### config.mk
export PLATFORM = sky130hd
export DESIGN_NAME = spram32_arb
export DESIGN_NICKNAME = d
export VERILOG_FILES = /design/src/rtl/spram_pkg.sv /design/src/rtl/spram32_rdpipe.sv /design/src/rtl/spram32_arb.sv
export SDC_FILE = /design/constraint.sdc
export NUM_CORES = 1
export LEC_CHECK = 0
export CAP_MARGIN = 20
export CORE_AREA = 2 2 88 90
export CTS_CLUSTER_DIAMETER = 200
export DETAILED_ROUTE_END_ITERATION = 7
export DIE_AREA = 0 0 90 92
export DONT_BUFFER_PORTS = 1
export PLACE_DENSITY = 0.71
export SLEW_MARGIN = 20
export SYNTH_ARGS = -nofsm -noshare
export SYNTH_HDL_FRONTEND = slang
export SYNTH_SLANG_ARGS = --single-unit
### constraint.sdc
create_clock -name clk -period 1.6 [get_ports clk]
set_input_delay 0.32 -clock clk [delete_from_list [all_inputs] [get_ports clk]]
set_output_delay 0.32 -clock clk [all_outputs]
set_load 0.02 [all_outputs]
### src/rtl/spram_pkg.sv
// Shared types for the eForth SPRAM arbiter: bus geometry, memory beat,
// arbiter state and read-return tag.
package spram_pkg;

    localparam int ASZ = 15;
    localparam int DSZ = 32;

    typedef struct packed {
        logic [ASZ-1:0] ai;
        logic [DSZ-1:0] vi;
        logic           we;
        logic [3:0]     bmsk;
    } mem_req_t;

    typedef enum logic [1:0] {
        IDLE = 2'd0,
        OWN0 = 2'd1,
        OWN1 = 2'd2
    } arb_st_e;

    typedef struct packed {
        logic v;
        logic id;
    } rd_tag_t;

endpackage

### src/rtl/spram32_rdpipe.sv
// Read-return delay line: carries {valid, id} alongside the SPRAM read latency
// and steers mem_vo onto the shared response bus when the tag emerges.
module spram32_rdpipe #(
    parameter int DSZ    = 32,
    parameter int RD_LAT = 1
) (
    input  logic           clk,
    input  logic           rst_n,
    input  logic           tag_v,
    input  logic           tag_id,
    input  logic [DSZ-1:0] mem_vo,
    output logic [1:0]     rsp_v,
    output logic [DSZ-1:0] rsp_vo
);
    import spram_pkg::*;

    rd_tag_t        tag_p [0:RD_LAT];
    logic [DSZ-1:0] vo_hold;

    always_ff @(posedge clk or negedge rst_n) begin
        if (!rst_n) begin
            for (int i = 0; i <= RD_LAT; i++) tag_p[i] <= '0;
            vo_hold <= '0;
        end else begin
            tag_p[0] <= '{v: tag_v, id: tag_id};
            for (int i = 1; i <= RD_LAT; i++) tag_p[i] <= tag_p[i-1];
            vo_hold <= rsp_vo;
        end
    end

    // Output stage: tag lines up with the cycle mem_vo is valid
    assign rsp_v  = {tag_p[RD_LAT].v &  tag_p[RD_LAT].id,
                     tag_p[RD_LAT].v & ~tag_p[RD_LAT].id};
    assign rsp_vo = tag_p[RD_LAT].v ? mem_vo : vo_hold;

endmodule

### src/rtl/spram32_arb.sv
// Two-requester arbiter/sequencer for the shared 32K x 32 SPRAM (R0 = fetch, R1 = data).
// Build option: SPRAM_ARB_PRIO_EN selects fixed R1 priority instead of round-robin.
module spram32_arb #(
    parameter int ASZ      = 15,
    parameter int DSZ      = 32,
    parameter int RD_LAT   = 1,
    parameter int MAX_LOCK = 16
) (
    input  logic             clk,
    input  logic             rst_n,
    input  logic [1:0]       req_v,
    output logic [1:0]       req_rdy,
    input  logic [1:0]       req_we,
    input  logic [1:0]       req_lock,
    input  logic [2*ASZ-1:0] req_ai,
    input  logic [2*DSZ-1:0] req_vi,
    input  logic [7:0]       req_bmsk,
    output logic [1:0]       rsp_v,
    output logic [DSZ-1:0]   rsp_vo,
    output logic [ASZ-1:0]   mem_ai,
    output logic [DSZ-1:0]   mem_vi,
    output logic             mem_we,
    output logic [3:0]       mem_bmsk,
    input  logic [DSZ-1:0]   mem_vo
);
    import spram_pkg::*;

`ifdef SPRAM_ARB_PRIO_EN
    localparam bit PRIO = 1'b1;
`else
    localparam bit PRIO = 1'b0;
`endif
    localparam int             CW      = (MAX_LOCK > 1) ? $clog2(MAX_LOCK) : 1;
    localparam logic [CW-1:0]  CNT_MAX = CW'(MAX_LOCK - 1);
    localparam logic [CW-1:0]  FIRST   = CW'((MAX_LOCK > 1) ? 1 : 0);

    arb_st_e       st, st_nxt;
    logic          rr_last;
    logic [CW-1:0] lock_cnt, lock_cnt_nxt;
    logic          win, acc, hand;
    mem_req_t      beat_p0, beat_p1;

    // Free-choice winner: round-robin on ties, or R1 on ties in priority builds
    function automatic logic pick(input logic [1:0] v, input logic rr);
        pick = (v == 2'b11) ? (PRIO ? 1'b1 : ~rr) : v[1];
    endfunction

    always_ff @(posedge clk or negedge rst_n) begin
        if (!rst_n) begin
            st       <= IDLE;
            lock_cnt <= '0;
            rr_last  <= 1'b1;
        end else begin
            st       <= st_nxt;
            lock_cnt <= lock_cnt_nxt;
            if (acc) rr_last <= win;
        end
    end

    always_comb begin
        st_nxt       = IDLE;
        lock_cnt_nxt = '0;
        hand         = (lock_cnt == CNT_MAX) && req_v[~win] && !(PRIO && win);
        if (acc && req_lock[win] && !hand) begin
            st_nxt = win ? OWN1 : OWN0;
            if (st != st_nxt)             lock_cnt_nxt = FIRST;
            else if (lock_cnt != CNT_MAX) lock_cnt_nxt = lock_cnt + CW'(1);
            else                          lock_cnt_nxt = lock_cnt;
        end
    end

    // A lapsed owner falls straight through to the free choice, so hand-over has no bubble
    always_comb begin
        win = pick(req_v, rr_last);
        if (st == OWN0 && req_v[0])      win = 1'b0;
        else if (st == OWN1 && req_v[1]) win = 1'b1;
        acc          = rst_n && req_v[win];
        req_rdy      = '0;
        req_rdy[win] = acc;
    end

    always_comb begin
        beat_p0.ai   = win ? req_ai[2*ASZ-1:ASZ]   : req_ai[ASZ-1:0];
        beat_p0.vi   = win ? req_vi[2*DSZ-1:DSZ]   : req_vi[DSZ-1:0];
        beat_p0.we   = req_we[win];
        beat_p0.bmsk = win ? req_bmsk[7:4]         : req_bmsk[3:0];
    end

    // Stage p0 -> p1: accepted beat drives the SPRAM bus next cycle
    always_ff @(posedge clk or negedge rst_n) begin
        if (!rst_n) begin
            beat_p1 <= '0;
        end else begin
            beat_p1.we <= 1'b0;
            if (acc) beat_p1 <= beat_p0;
        end
    end

    assign mem_ai   = beat_p1.ai;
    assign mem_vi   = beat_p1.vi;
    assign mem_we   = beat_p1.we;
    assign mem_bmsk = beat_p1.bmsk;

    spram32_rdpipe #(
        .DSZ    (DSZ),
        .RD_LAT (RD_LAT)
    ) u_rdpipe (
        .clk    (clk),
        .rst_n  (rst_n),
        .tag_v  (acc && !req_we[win]),
        .tag_id (win),
        .mem_vo (mem_vo),
        .rsp_v  (rsp_v),
        .rsp_vo (rsp_vo)
    );

endmodule

==> metrics.txt <==
Ant. Diodes=0; reg2reg start=rr_last$_DFFE_PN1N_; Final Hold Viols=95; CP Max Fanout=3; maximum vdd drop=around 0.67 mV; DR vias=2631; first-pass GRT wire length=14100 um; met3 Use GR=0.0666; CTS root buffer=clkbuf_8; P_leak=between 2 and 2.5 nW; post-synthesis net count=roughly 480; CP Launch Point=rr_last$_DFFE_PN1N_; status=finished, violations left; Die Footprint=0.00828 mm2; Starting Density=0.551; max_slew headroom=0.709; setup_tns=-7.61 ns; placed cell area=0.00425 mm2; Slew Limit Fails=0; Layout area overhead=17.2%; pre-CTS setup slack=-0.0568 ns; core area=0.00745 mm2; GRT met2 Usage=0.374; Ys Warns=0; total CTS buffers=9; Final Cell Area=0.00481 mm2; DIE WIDTH=90 um; Worst-Margin Slew=0.433 ns; cell family with most CP delay=flip-flops; Final GP Congestion=0.717; Vert. Die Dim=92 um; final setup violating endpoints=80; max-cap check violation count=0; initial antenna violation count=0; hold_ws=-0.339 ns; arrival time worst endpoint=1.48 ns; fill cell count=576; post-placement cell count=433; DRT Pass-1 Iters=4; Synth cell types=31; critical path required time=1.28 ns; # rows=32; Antenna Nets Post-Route=0; Critical-path top delay cell=dfstp_2; met1 GRT Util=0.266; Port Buffers=0; critical path buffer and inverter count=2; largest stage delay on the critical path=0.57 ns; Post-route DRC=0; sequential area share after synthesis=0.580; CTS max path bufs=2; H-tree levels=3; Post-Syn Area=0.00410 mm2; post-synthesis register bit count=95; Skew-Pair Late Insertion Delay=~0.34 ns; Clk pin slew, worst setup/hold paths=0.09 ns; startpoint types=register; Finished Layout Cells=459; Synth Area per Inst=12.0 um2; WL/cell=20.8 um; Sink Count=95; WL final=about 9500 um; Hold Path Class=primary input to asynchronous set/reset pin; asr flop ratio synth=1.00; largest net degree at the start of global routing=98; Layout Nets=495; Final Critical Period=1.80 ns; Critical Path Sink Type=output port; RSZ-0062 raised after global routing=yes; Tcrit/Tclk final=1.12; vias in the first global route=between 2k and 3k; drt first-iter violations=a little under 100; layout cell share with drive strength beyond 1=0.241; CTS tree=built; Final HPWL DP=6370 um; Via density=5.73; Fmax=0.556 GHz; PwrDens=1270 mW/mm2; Clock Skew=0.0131 ns; Crit Path Class=register to output port; I/O Pins=230; ys flop type=dfrtp_1; GR Util All Layers=0.216; EDFF count, synth=0; crit path cell chain=nand3b_1 > o211ai_4 > buf_12 > nor2_4 > buf_6; failing checks=negative hold slack, negative setup slack; final worst slack=-0.200 ns; grt peak-use layer=met2; Post-Synthesis Cells=between 300 and 400; commonest non-fill, non-tap cell in the layout=dfrtp_1; GRT overflow=0; commonest cells after routing, fill and taps aside=dfrtp_1 (93), nor2_1 (54), mux2i_1 (49)
-- where the power goes --
| part | total [W] | leakage, nW | internal (W) | switching [W] |
|---|---|---|---|---|
| sequential | 0.00324 | 1.10 | 0.00278 | 0.000459 |
| clock | 0.00154 | 0.101 | 0.000735 | 0.000807 |
| combinational | 0.00131 | 1.01 | 0.000603 | 0.000705 |
| total | 0.00609 | 2.21 | 0.00412 | 0.00197 |
-- per-layer routing --
metal  up-vias  part of all wire
met5         -                 0
met4         0             0.010
met3        11             0.080
met2       145              0.54
met1      1280              0.37
li1       1195                 -
-- Yosys cell counts, types with 3 or more instances --
| master | count | share of area |
|---|---|---|
| nor2_1 | 56 | 0.051 |
| buf_12 | 3 | 0.015 |
| mux2_2 | 32 | 0.088 |
| dfrtp_1 | 94 | 0.57 |
| inv_1 | 3 | 0.0027 |
| nand2_1 | 3 | 0.0027 |
| clkbuf_1 | 9 | 0.0082 |
| mux2i_1 | 55 | 0.13 |
| a21oi_1 | 51 | 0.062 |
| nor4_1 | 3 | 0.0046 |
| buf_2 | 5 | 0.0061 |
-- flip-flops by register name, summed over array words and instances (netlist names) --
signal / cells
mem_we: 1
mem_vi: 32
mem_bmsk: 4
lock_cnt: 4
u_rdpipe.tag_p: 4
u_rdpipe.vo_hold: 32
mem_ai: 15
st: 2
rr_last: 1
-- timing repair --
action | CTS | global route
buffers inserted | 4 | 2
pin swaps | 3 | 14
endpoints found under the hold margin | 95 | 95
gates cloned | 1 | 3
setup endpoints to repair | 44 | 92
gates resized for setup | 38 | 20
-- cells by family after synthesis --
family / count (synthesis) / synth area share
AO/OA/AOI/OAI: 58 / 0.0741
XOR/XNOR: 1 / 0.00213
adder cells (fa/ha/maj): 1 / 0.00305
buffers and inverters: 24 / 0.0409
flip-flops: 95 / 0.580
multiplexers: 87 / 0.222
AND/OR/NAND/NOR: 75 / 0.0784
-- metrics by stage --
| step | utilization | total power (W) | hold slack [ns] |
|---|---|---|---|
| final | 0.646 | 0.00609 | -0.339 |
| after floorplan | - | 0.00412 | 0.0244 |
| after global placement | 0.570 | 0.00430 | 0.0264 |
| after CTS | 0.624 | 0.00606 | -0.359 |
| after detailed placement | 0.570 | 0.00435 | 0.0258 |
| after global routing | 0.646 | 0.00635 | -0.364 |
-- worst reg2reg max path, stage by stage (launching register included) --
cell	delay, ns
dfstp_2	0.57
nand3b_1	0.13
o211ai_4	0.13
buf_12	0.14
buf_4	0.11
buf_8	0.11
buf_16	0.14
mux2i_2	0.24
a21oi_1	0.09
-- cell type report --
type / count / area (um2) / share of cell area
timing repair buffer: 21 / 323 / 0.0671
sequential: 95 / 2380 / 0.495
clock inverter: 6 / 70.1 / 0.0146
clock buffer: 10 / 128 / 0.0265
tap: 102 / 128 / 0.0265
multi-input combinational: 222 / 1770 / 0.368
inverter: 3 / 13.8 / 0.00286
-- final timing paths --
kind / end / slack, ns / cells after the start
max in group asynchronous: rr_last$_DFFE_PN1N_ / 1.70 / 0
hold / removal: u_rdpipe.vo_hold[23]$_DFF_PN0_ / -0.34 / 0
setup reg to reg: mem_ai[1]$_DFFE_PN0N_ / -0.18 / 8
setup / recovery: req_rdy[1] / -0.20 / 5
hold reg to reg: u_rdpipe.tag_p[1]$_DFF_PN0_ / 0.34 / 0
min in group clk: st[0]$_DFF_PN0_ / 0.09 / 2
No activity file was read; power rests on OpenSTA's default activity.
